### src/rtl/comparator_swap_pipe_if.sv
// ---------------------------------------------------------------------------
// comparator_swap_pipe_if
//   Handshake and data bundle for comparator_swap_pipe.
//   Input side : in_valid/in_ready with operands Data_A/Data_B.
//   Output side: out_valid/out_ready with less/equal/greater/swap flags,
//                max_out/min_out and, when CMP_SWAP_DIFF_EN is defined,
//                diff_out.
//   Modports:
//     slave  - the comparator's view (consumes operands, produces results)
//     master - the surrounding datapath's view
// ---------------------------------------------------------------------------
interface comparator_swap_pipe_if #(
    parameter int W = 8
);
    logic         in_valid;
    logic         in_ready;
    logic [W-1:0] Data_A;
    logic [W-1:0] Data_B;
    logic         out_valid;
    logic         out_ready;
    logic         less;
    logic         equal;
    logic         greater;
    logic         swap;
    logic [W-1:0] max_out;
    logic [W-1:0] min_out;
`ifdef CMP_SWAP_DIFF_EN
    logic [W-1:0] diff_out;

    modport slave (
        input  in_valid, Data_A, Data_B, out_ready,
        output in_ready, out_valid, less, equal, greater, swap,
               max_out, min_out, diff_out
    );

    modport master (
        output in_valid, Data_A, Data_B, out_ready,
        input  in_ready, out_valid, less, equal, greater, swap,
               max_out, min_out, diff_out
    );
`else
    modport slave (
        input  in_valid, Data_A, Data_B, out_ready,
        output in_ready, out_valid, less, equal, greater, swap,
               max_out, min_out
    );

    modport master (
        output in_valid, Data_A, Data_B, out_ready,
        input  in_ready, out_valid, less, equal, greater, swap,
               max_out, min_out
    );
`endif
endinterface

### src/rtl/comparator_swap_pipe.sv
// ---------------------------------------------------------------------------
// comparator_swap_pipe
//   Two-stage elastic magnitude comparator with operand swap for the FP
//   add/sub datapath. Results present the larger operand first so the
//   exponent-align stage receives max/min directly.
//
// Parameters
//   W     operand width (>= 2)
//   MODE  0 = unsigned, 1 = two's complement, 2 = sign-magnitude (MSB sign)
//
// Ports
//   clk  rising-edge clock
//   rst  synchronous active-high reset; discards both stages
//   bus  comparator_swap_pipe_if.slave
//          in_valid/in_ready/Data_A/Data_B       operand handshake
//          out_valid/out_ready                   result handshake
//          less/equal/greater/swap               one-hot relation, swap==less
//          max_out/min_out                       raw patterns, A first on tie
//          diff_out                              max - min magnitude
//                                                (CMP_SWAP_DIFF_EN only)
//
// Optional feature macro: CMP_SWAP_DIFF_EN builds the stage-2 subtractor and
// the diff_out port. Undefined, no subtractor exists.
//
// Latency is two cycles accept-to-out_valid, throughput one per cycle; the
// input side is ready whenever stage 1 is empty or is moving into stage 2
// this cycle (combinational from out_ready, no skid buffer).
// ---------------------------------------------------------------------------
module comparator_swap_pipe #(
    parameter int W    = 8,
    parameter int MODE = 0
) (
    input  logic                  clk,
    input  logic                  rst,
    comparator_swap_pipe_if.slave bus
);

    // -----------------------------------------------------------------------
    // Handshake control
    // -----------------------------------------------------------------------
    logic s1_valid_q, s1_valid_d;
    logic s2_valid_q, s2_valid_d;
    logic s1_load;
    logic s2_adv;
    logic in_ready_c;

    assign s2_adv     = s1_valid_q & (~s2_valid_q | bus.out_ready);
    // Held low during reset so nothing is accepted while the pipe clears.
    assign in_ready_c = ~rst & (~s1_valid_q | s2_adv);
    assign s1_load    = bus.in_valid & in_ready_c;

    // -----------------------------------------------------------------------
    // Stage-1 comparison on the incoming operands
    // -----------------------------------------------------------------------
    logic         cmp_lt;
    logic         cmp_eq;
    logic         sgn_a, sgn_b;
    logic [W-2:0] mag_a, mag_b;

    assign sgn_a = bus.Data_A[W-1];
    assign sgn_b = bus.Data_B[W-1];
    assign mag_a = bus.Data_A[W-2:0];
    assign mag_b = bus.Data_B[W-2:0];

    always_comb begin
        cmp_lt = 1'b0;
        cmp_eq = 1'b0;
        case (MODE)
            1: begin
                cmp_lt = $signed(bus.Data_A) < $signed(bus.Data_B);
                cmp_eq = bus.Data_A == bus.Data_B;
            end
            2: begin
                // +0 and -0 compare equal; otherwise sign decides first,
                // then magnitude (inverted when both are negative).
                if (mag_a == '0 && mag_b == '0) begin
                    cmp_eq = 1'b1;
                end else if (sgn_a != sgn_b) begin
                    cmp_lt = sgn_a;
                end else if (mag_a == mag_b) begin
                    cmp_eq = 1'b1;
                end else if (sgn_a) begin
                    cmp_lt = mag_a > mag_b;
                end else begin
                    cmp_lt = mag_a < mag_b;
                end
            end
            default: begin
                cmp_lt = bus.Data_A < bus.Data_B;
                cmp_eq = bus.Data_A == bus.Data_B;
            end
        endcase
    end

    // -----------------------------------------------------------------------
    // Stage-1 registers
    // -----------------------------------------------------------------------
    logic [W-1:0] a_q, a_d;
    logic [W-1:0] b_q, b_d;
    logic         lt_q, lt_d;
    logic         eq_q, eq_d;

    always_comb begin
        s1_valid_d = s1_valid_q;
        a_d        = a_q;
        b_d        = b_q;
        lt_d       = lt_q;
        eq_d       = eq_q;
        if (s1_load) begin
            s1_valid_d = 1'b1;
            a_d        = bus.Data_A;
            b_d        = bus.Data_B;
            lt_d       = cmp_lt;
            eq_d       = cmp_eq;
        end else if (s2_adv) begin
            s1_valid_d = 1'b0;
        end
    end

    always_ff @(posedge clk) begin
        if (rst) begin
            s1_valid_q <= 1'b0;
            a_q        <= '0;
            b_q        <= '0;
            lt_q       <= 1'b0;
            eq_q       <= 1'b0;
        end else begin
            s1_valid_q <= s1_valid_d;
            a_q        <= a_d;
            b_q        <= b_d;
            lt_q       <= lt_d;
            eq_q       <= eq_d;
        end
    end

    // -----------------------------------------------------------------------
    // Stage-2 ordering (and optional difference)
    // -----------------------------------------------------------------------
    logic [W-1:0] hi_c, lo_c;

    assign hi_c = lt_q ? b_q : a_q;
    assign lo_c = lt_q ? a_q : b_q;

`ifdef CMP_SWAP_DIFF_EN
    logic [W-1:0] hi_m, lo_m;
    logic [W-1:0] diff_c;

    always_comb begin
        hi_m   = hi_c;
        lo_m   = lo_c;
        diff_c = '0;
        if (MODE == 2) begin
            // Sign-magnitude: subtract the magnitudes only and report the
            // absolute distance, since the larger value can have the
            // smaller magnitude when both are negative.
            hi_m[W-1] = 1'b0;
            lo_m[W-1] = 1'b0;
            diff_c    = (hi_m >= lo_m) ? (hi_m - lo_m) : (lo_m - hi_m);
        end else begin
            diff_c = hi_m - lo_m;
        end
    end

    logic [W-1:0] diff_q, diff_d;
`endif

    logic         less_q, less_d;
    logic         equal_q, equal_d;
    logic         greater_q, greater_d;
    logic         swap_q, swap_d;
    logic [W-1:0] max_q, max_d;
    logic [W-1:0] min_q, min_d;

    always_comb begin
        s2_valid_d = s2_valid_q;
        less_d     = less_q;
        equal_d    = equal_q;
        greater_d  = greater_q;
        swap_d     = swap_q;
        max_d      = max_q;
        min_d      = min_q;
`ifdef CMP_SWAP_DIFF_EN
        diff_d     = diff_q;
`endif
        if (s2_adv) begin
            s2_valid_d = 1'b1;
            less_d     = lt_q;
            equal_d    = eq_q;
            greater_d  = ~lt_q & ~eq_q;
            swap_d     = lt_q;
            max_d      = hi_c;
            min_d      = lo_c;
`ifdef CMP_SWAP_DIFF_EN
            diff_d     = diff_c;
`endif
        end else if (bus.out_ready) begin
            s2_valid_d = 1'b0;
        end
    end

    always_ff @(posedge clk) begin
        if (rst) begin
            s2_valid_q <= 1'b0;
            less_q     <= 1'b0;
            equal_q    <= 1'b0;
            greater_q  <= 1'b0;
            swap_q     <= 1'b0;
            max_q      <= '0;
            min_q      <= '0;
`ifdef CMP_SWAP_DIFF_EN
            diff_q     <= '0;
`endif
        end else begin
            s2_valid_q <= s2_valid_d;
            less_q     <= less_d;
            equal_q    <= equal_d;
            greater_q  <= greater_d;
            swap_q     <= swap_d;
            max_q      <= max_d;
            min_q      <= min_d;
`ifdef CMP_SWAP_DIFF_EN
            diff_q     <= diff_d;
`endif
        end
    end

    // -----------------------------------------------------------------------
    // Outputs
    // -----------------------------------------------------------------------
    assign bus.in_ready  = in_ready_c;
    assign bus.out_valid = s2_valid_q;
    assign bus.less      = less_q;
    assign bus.equal     = equal_q;
    assign bus.greater   = greater_q;
    assign bus.swap      = swap_q;
    assign bus.max_out   = max_q;
    assign bus.min_out   = min_q;
`ifdef CMP_SWAP_DIFF_EN
    assign bus.diff_out  = diff_q;
`endif

endmodule

### src/flat_wrapper.sv
// flat-port wrapper written by rule: the top's interface ports become plain ports
module comparator_swap_pipe_flat 
#(
    parameter int W    = 8,
    parameter int MODE = 0
)
  (clk, rst, bus_in_valid, bus_Data_A, bus_Data_B, bus_out_ready, bus_in_ready, bus_out_valid, bus_less, bus_equal, bus_greater, bus_swap, bus_max_out, bus_min_out);
  comparator_swap_pipe_if #(.W(W)) bus_i ();
  input  logic clk;
  input  logic rst;
  input wire logic [$bits(bus_i.in_valid)-1:0] bus_in_valid;
  input wire logic [$bits(bus_i.Data_A)-1:0] bus_Data_A;
  input wire logic [$bits(bus_i.Data_B)-1:0] bus_Data_B;
  input wire logic [$bits(bus_i.out_ready)-1:0] bus_out_ready;
  output wire logic [$bits(bus_i.in_ready)-1:0] bus_in_ready;
  output wire logic [$bits(bus_i.out_valid)-1:0] bus_out_valid;
  output wire logic [$bits(bus_i.less)-1:0] bus_less;
  output wire logic [$bits(bus_i.equal)-1:0] bus_equal;
  output wire logic [$bits(bus_i.greater)-1:0] bus_greater;
  output wire logic [$bits(bus_i.swap)-1:0] bus_swap;
  output wire logic [$bits(bus_i.max_out)-1:0] bus_max_out;
  output wire logic [$bits(bus_i.min_out)-1:0] bus_min_out;
  assign bus_i.in_valid = bus_in_valid;
  assign bus_i.Data_A = bus_Data_A;
  assign bus_i.Data_B = bus_Data_B;
  assign bus_i.out_ready = bus_out_ready;
  assign bus_in_ready = bus_i.in_ready;
  assign bus_out_valid = bus_i.out_valid;
  assign bus_less = bus_i.less;
  assign bus_equal = bus_i.equal;
  assign bus_greater = bus_i.greater;
  assign bus_swap = bus_i.swap;
  assign bus_max_out = bus_i.max_out;
  assign bus_min_out = bus_i.min_out;
  comparator_swap_pipe #(.W(W), .MODE(MODE)) u_core (.clk(clk), .rst(rst), .bus(bus_i));
endmodule
### config.mk
export PLATFORM = sky130hd
export DESIGN_NAME = comparator_swap_pipe_flat
export DESIGN_NICKNAME = d
export VERILOG_FILES = /design/src/rtl/comparator_swap_pipe_if.sv /design/src/rtl/comparator_swap_pipe.sv /design/src/flat_wrapper.sv
export SDC_FILE = /design/constraint.sdc
export NUM_CORES = 1
export LEC_CHECK = 0
export ABC_AREA = 1
export CAP_MARGIN = 20
export CORE_ASPECT_RATIO = 0.6
export CORE_MARGIN = 1
export CORE_UTILIZATION = 48
export CTS_CLUSTER_SIZE = 24
export DETAILED_ROUTE_END_ITERATION = 8
export GPL_ROUTABILITY_DRIVEN = 0
export PLACE_DENSITY = 0.83
export SKIP_LAST_GASP = 1
export SLEW_MARGIN = 0
export SYNTH_ARGS = -nofsm -noshare
export SYNTH_HDL_FRONTEND = slang
export SYNTH_SLANG_ARGS = --single-unit
### constraint.sdc
create_clock -name clk -period 1.55 [get_ports clk]
set_clock_uncertainty 0.2 [all_clocks]
set_input_delay 0.31 -clock clk [delete_from_list [all_inputs] [get_ports clk]]
set_output_delay 0.31 -clock clk [all_outputs]
set_load 0.005 [all_outputs]
; Word level (Yosys, flattened, before mapping)
; Index checks and enable logic that the tools add are counted.
[word_totals]
register_bits = 39
output_inout_bits = 22
wordCells = 32
[classes]
order_cmp = 1
n_eq_ne = 1
muxes = 6
bitwise_logic = 11
reduce_logical = 2
[ops]
columns = op, n
row1 = 8-bit 2-to-1 mux, 2
row2 = 8-bit equality test, 1
row3 = 8-bit less-than comparator, 1
row4 = 1-bit inverter, 5
row5 = 1-bit bitwise AND, 4
row6 = 1-bit 2-to-1 mux, 4
row7 = 2-bit nonzero test, 2
row8 = 1-bit bitwise OR, 2

; Logic depth before layout (Yosys ltp)
; Gate-level depths: netlist of run 1.
[logic_depth]
word_depth = 7
mapped_depth = 10

; Least setup slack after synthesis of run 1
; Ideal clock, no wire load.
[synth_path]
path_kind = in2reg
start = in bus_Data_B[7]
end = reg u_core.lt_q
arrival_time_ns = 1.051
slack_ns = 0.229
stages = 9
path_cell_list = inv_1 -> ha_1 -> nand2_1 -> inv_1 -> nand2_1 -> nand2_1 -> nor2_1 -> nand2_1 -> a21oi_1
[synth_between]
elab_chain_cells = 1
[synth_rtl]
columns = item, line_no
row1 = start: declaration, flat_wrapper.sv:13  ; input wire logic [$bits(bus_i.Data_B)-1:0] bus_Data_B;
row2 = 8-bit less-than comparator, comparator_swap_pipe.sv:89  ; cmp_lt = bus.Data_A < bus.Data_B;
row3 = end signal: assignment, comparator_swap_pipe.sv:131  ; lt_q <= lt_d;
row4 = end: declaration, comparator_swap_pipe.sv:100  ; logic lt_q, lt_d;
; No other way between the ends.
; A chain may end at the register's enable or synchronous reset.

; Worst setup path after layout of run 1
[layout_path]
start = reg u_core.s2_valid_q (netlist: u_core.bus.out_valid)
end = out bus_in_ready
[layout_between]
elab_chain_cells = 5
[layout_rtl]
columns = item, line_no
row1 = start: declaration, comparator_swap_pipe.sv:42  ; logic s2_valid_q, s2_valid_d;
row2 = start signal: assignment, comparator_swap_pipe.sv:214  ; s2_valid_q <= s2_valid_d;
row3 = 1-bit inverter, comparator_swap_pipe.sv:47  ; assign s2_adv = s1_valid_q & (~s2_valid_q | bus.out_ready);
row4 = 1-bit bitwise OR, comparator_swap_pipe.sv:47
row5 = 1-bit bitwise AND, comparator_swap_pipe.sv:47
row6 = 1-bit bitwise OR, comparator_swap_pipe.sv:49  ; assign in_ready_c = ~rst & (~s1_valid_q | s2_adv);
row7 = 1-bit bitwise AND, comparator_swap_pipe.sv:49
row8 = end: declaration, flat_wrapper.sv:15  ; output wire logic [$bits(bus_i.in_ready)-1:0] bus_in_ready;
; No other way between the ends.

==> impl_metrics.json, run 1 <==
{
  "status": "completed",
  "met1_length_um": 2189,
  "min_period_over_period_pct": 98.70,
  "synth_area_per_cell_sq_um": 7.700,
  "wl_met3_um": 273,
  "ant_nets": 0,
  "p_leak_nw": 1.189,
  "mostFrequentLayoutCells": "nand2_1 (52), dfxtp_1 (33), nand3_1 (25), dlygate4sd2_1 (25), o21ai_0 (22)",
  "nets": 305,
  "yosysSeqAreaShare_pct": 45.88,
  "path_clk_slew_ns": 0.07,
  "crit_path_start": "u_core.bus.out_valid",
  "maxCapViolCount": 0,
  "core_area_sq_mm": 0.003323,
  "worstPathMaxFanout": 2,
  "yosys_register_bits": 39,
  "synth_largest_area_cell": "dfxtp_1",
  "wl_um": 4385,
  "grt-ovfl-total": 0,
  "hpwl_um": 2965,
  "synth.top_cell.area_share_pct": 45.88,
  "critPathRequiredTime_ns": 1.04,
  "pin_count": 42,
  "critical_path_class": "flip-flop to output port",
  "die_h_um": 48.12,
  "drv_slew": 0,
  "drtIter0Drc": 138,
  "port_buffers": 41,
  "p_per_area_mw_per_mm2": 847.0,
  "design.die.area_sq_mm": 0.003795,
  "ys_types": 18,
  "min_from": "bus_Data_B[2]",
  "start_util_pct": 51.20,
  "grt_pass1_wl_um": 6665,
  "fmax_ghz": 0.6536,
  "fin_crit_ns": 1.530,
  "met2_length_um": 1859,
  "viasPerCell": 5.187,
  "cts_sinks": 39,
  "setup_ws_ns": 0.02012,
  "final_common_cell": "nand2_1",
  "power.total_mw": 2.105,
  "holdCritPathClass": "primary input to flip-flop",
  "hold_viol_final": 0,
  "grt_setup_unrepaired": "yes",
  "cts-htree-levels": 2,
  "syn_area_sq_mm": 0.001702,
  "grt_pass1_vias": 1393,
  "numCtsBuffers": 5,
  "worstSetupEndpointType": "output port",
  "crit_arrival_ns": 1.02,
  "insertion_delay_ns": 0.29,
  "setup_viol_count_final": 0,
  "top_layer_used": "met4",
  "dp_slack_ns": -0.4728,
  "clock-root-buffer": "clkbuf_8",
  "rows": 16,
  "first_pass_iters": 4,
  "grtUsageTotal_pct": 24.67,
  "synth_area_leaders": "dfxtp_1 (46%), nand2_1 (13%), nand3_1 (7.6%)",
  "synth.yosys.warnings": 0,
  "antenna_found_initial": 0,
  "syn_nets": 249,
  "drc": 0,
  "grt_max_degree": 37,
  "dieWidth_um": 78.87,
  "crit_path_start_kind": "flip-flop",
  "syn-instance-count": 221,
  "vias": 1665,
  "relSlewSlack_pct": 81.61,
  "drive_above_1_share_pct": 23.91,
  "antenna_cells": 0,
  "r2r-start": "u_core.bus.out_valid",
  "cts_tree": "done",
  "peakVddDrop_mv": 0.4870,
  "area_delta_synth_final_pct": 46.03,
  "tightest_slew_ns": 0.2754,
  "clock_path_buffers": 2,
  "routedWlPerCell_um": 13.66
}
[per-layer routing]
| metal | vias to the layer above | global-route usage [%] |
|---|---|---|
| met5 | - | 0 |
| met4 | 0 | 8.727 |
| met3 | 5 | 6.916 |
| met2 | 56 | 35.48 |
| met1 | 753 | 35.70 |
| li1 | 851 | - |
[cells in the mapped netlist]
cell type,n
a211oi_1,1
buf_2,9
ha_1,8
buf_6,2
inv_2,4
inv_1,14
a21oi_1,6
nand2_1,57
nand3_2,1
o21ai_0,23
nand2_2,2
o21ai_1,3
nor2_1,6
nand4_1,1
a31oi_1,16
dfxtp_1,39
nand3_1,26
buf_4,3
[cells by family (layout without fill, tap and decap cells)]
logic type	Yosys count	after routing	share of synthesized area [%]
buf+inv	32	87	9.264
flops	39	39	45.88
simple gates	93	93	23.24
compound gates	49	49	15.74
fa+ha+maj	8	8	5.883
[cell type report]
cell class | instances | area [sq um]
flip-flops and latches | 39 | 788.3
repair buffers | 63 | 606.8
well taps | 45 | 56.30
fillers | 280 | 838.3
inverters | 18 | 67.56
multi-input cells | 150 | 893.4
clock buffers | 6 | 72.57
[critical path, stage by stage, from the launching register on]
cell and delay (ns):
dfxtp_2 0.34, buf_6 0.10, nand3_4 0.07, nand2_2 0.08, inv_2 0.04, buf_6 0.10
[metrics by stage]
| step | hold slack [ns] | area, sq um | setup TNS, ns | utilization [%] | std cells |
|---|---|---|---|---|---|
| 2_1_floorplan | 0.1791 | 1702 | 0 | - | 221 |
| 3_3_place_gp | 0.2532 | 2253 | -12.51 | 67.81 | 313 |
| 3_5_place_dp | 0.2616 | 2253 | -13.04 | 67.81 | 313 |
| 4_1_cts | 0.2650 | 2402 | -0.3193 | 72.29 | 321 |
| 5_1_grt | 0.1804 | 2485 | -0.04456 | 74.77 | 321 |
| 6_report | 0.1734 | 2485 | 0 | 74.77 | 321 |
[flip-flops by register name, summed over array words and instances (netlist names)]
signal                flops
u_core.a_q                8
u_core.b_q                8
u_core.bus.max_out        8
u_core.bus.min_out        8
u_core.bus.equal          1
u_core.bus.greater        1
u_core.bus.out_valid      1
u_core.bus.swap           1
u_core.eq_q               1
u_core.lt_q               1
u_core.s1_valid_q         1
[power breakdown]
group | internal, mW | leakage (nW) | switching [mW]
logic | 0.188 | 0.829 | 0.186
clock network | 0.300 | 0.0371 | 0.323
registers | 1.06 | 0.323 | 0.0434
[worst paths after layout]
check	end	slack [ns]	depth (start not counted)
worst max-delay path	bus_in_ready	0.02	5
worst max register to register	u_core.b_q[2]	0.13	7
worst min register to register	u_core.bus.greater	0.27	2
worst min-delay path	u_core.b_q[2]	0.17	3
[what timing repair did]
item / CTS / global route
gates cloned: 0 / 0
hold buffers: 0 / 0
pin swaps: 11 / 10
endpoints found under the setup margin: 40 / 37
buffers inserted: 2 / 0
gates resized for setup: 48 / 30
(Power assumes the default switching activity.)
==> run 2: changes to the inputs <==
- CAP_MARGIN: 20 -> 15
- MAX_ROUTING_LAYER: default -> met4
==> run 2 against run 1 <==
Compared with the run above:
- die area stayed put
- via count down 0.30%
- maximum frequency fell by 0.13%
- core utilization unchanged
- setup slack got worse by 0.0020 ns
- design area did not move
- power up 0.14%
- global-route usage up 0.87 points
- clock power hardly changed
- register-to-register slack hardly changed
- hold slack got worse by 0.0017 ns
- largest cell class unchanged
==> impl_metrics.json, run 2 (synthesized netlist as in run 1, its figures left out) <==
{
  "relSlewSlack_pct": 81.32,
  "pin_count": 42,
  "min_period_over_period_pct": 98.83,
  "dieWidth_um": 78.87,
  "cts_sinks": 39,
  "holdCritPathClass": "primary input to flip-flop",
  "p_switching_mw": 0.5560,
  "met1_usage_pct": 35.70,
  "wl_um": 4365,
  "p_per_area_mw_per_mm2": 848.2,
  "grt_setup_unrepaired": "yes",
  "drive_above_1_share_pct": 23.91,
  "port_buffers": 41,
  "fin_crit_ns": 1.532,
  "power_frac_comb_pct": 17.8,
  "hold_viol_final": 0,
  "crit_arrival_ns": 1.02,
  "critical_path_class": "flip-flop to output port",
  "p_seq_share_pct": 52.5,
  "cts_tree": "done",
  "hpwl_um": 2965,
  "grt_max_degree": 37,
  "insertion_delay_ns": 0.29,
  "nets": 305,
  "maxCapViolCount": 0,
  "clock-root-buffer": "clkbuf_8",
  "path_cells": "buf_6 -> nand3_4 -> nand2_2 -> inv_2 -> buf_6",
  "max_stage_delay_ns": 0.34,
  "tightest_slew_ns": 0.2798,
  "peakVddDrop_mv": 0.4853,
  "cts-htree-levels": 2,
  "antenna_found_initial": 0,
  "use_met2_pct": 35.65,
  "nFillCells": 280,
  "worstPathMaxFanout": 2,
  "p_leak_nw": 1.189,
  "start_util_pct": 51.20,
  "crit_path_start_kind": "flip-flop",
  "met3_usage_pct": 6.729,
  "grt-ovfl-total": 0,
  "setup_viol_count_final": 0,
  "worstSetupEndpointType": "output port",
  "routedWlPerCell_um": 13.60,
  "drv_slew": 0,
  "grtUsageTotal_pct": 25.54,
  "p_clk_share_pct": 29.7,
  "area_delta_synth_final_pct": 46.03,
  "ant_nets": 0,
  "design.die.area_sq_mm": 0.003795,
  "grt-busiest-layer": "met1",
  "core_area_sq_mm": 0.003323,
  "path_clk_slew_ns": 0.07,
  "status": "completed",
  "vias": 1660,
  "mostFrequentLayoutCells": "nand2_1 (52), dfxtp_1 (33), nand3_1 (25), dlygate4sd2_1 (25), o21ai_0 (22)",
  "crit_path_top_delay_cell": "dfxtp_2",
  "swShare_pct": 26.38,
  "numCtsBuffers": 5,
  "drc": 0,
  "fmax_ghz": 0.6528,
  "dp_slack_ns": -0.4728,
  "grt_pass1_vias": 1389,
  "hold_buffers": 0,
  "worst_path_most_repeated_cell": "buf_6",
  "die_h_um": 48.12,
  "final_common_cell": "nand2_1",
  "power.internal_mw": 1.552,
  "holdWs_ns": 0.1717,
  "rows": 16,
  "critPathRequiredTime_ns": 1.04,
  "clock_path_buffers": 2,
  "power.total_mw": 2.108,
  "grt_pass1_wl_um": 6651,
  "antenna_cells": 0,
  "viasPerCell": 5.171,
  "fin_tns_setup_ns": 0,
  "setup_ws_ns": 0.01810,
  "drtIter0Drc": 123,
  "first_pass_iters": 4
}
## run 2: final timing paths
path | from | end | slack (ns) | depth (start not counted)
worst max-delay path | u_core.bus.out_valid | bus_in_ready | 0.02 | 5
worst min-delay path | bus_Data_B[2] | u_core.b_q[2] | 0.17 | 3
worst max register to register | u_core.bus.out_valid | u_core.b_q[2] | 0.13 | 7
worst min register to register | u_core.bus.greater | u_core.bus.greater | 0.27 | 2
## run 2: per-stage QoR
step	area, sq um	utilization, %	std cells
final	2485	74.77	321
after global routing	2485	74.77	321
after CTS	2402	72.29	321
after detailed placement	2253	67.81	313
after global placement	2253	67.81	313
after floorplan	1702	-	221
## run 2: repair_timing
item                                    CTS  global route
setup buffers                             2             0
pin swaps                                11            10
gates resized for setup                  48            30
endpoints found under the setup margin   40            37
## run 2: metal layers
metal / up-vias / wire length, um / part of all wire (%)
met1: 748 / 2174 / 50
met5: - / 0 / 0
met2: 58 / 1857 / 43
li1: 849 / - / -
met3: 5 / 272 / 6.2
met4: 0 / 62 / 1.4
## run 2: final cells by class
cell class	count	area, sq um	area share, %
clock buffer	6	72.57	2.920
sequential	39	788.3	31.72
multi-input combinational	150	893.4	35.95
inverter	18	67.56	2.719
timing repair buffer	63	606.8	24.42
tap	45	56.30	2.266
## run 2: power groups by stage
| stage | clock network (mW) | registers (mW) | logic, mW |
|---|---|---|---|
| after floorplan | 0 | 1.12 | 0.171 |
| after global placement | 0 | 1.12 | 0.333 |
| after detailed placement | 0 | 1.13 | 0.346 |
| after CTS | 0.632 | 1.10 | 0.352 |
| after global routing | 0.678 | 1.11 | 0.419 |
| final | 0.626 | 1.11 | 0.375 |
## run 2: critical path, delay by kind of cell (launching register included)
kind          cells  cell delay [ns]
buf+inv           3             0.24
flops             1             0.34
simple gates      2             0.15
==> run 3: changes to the inputs <==
- TNS_END_PERCENT: default -> 100
==> results of run 3 <==
Same layout as run 2: the final DEF is identical, and so are final timing and power.
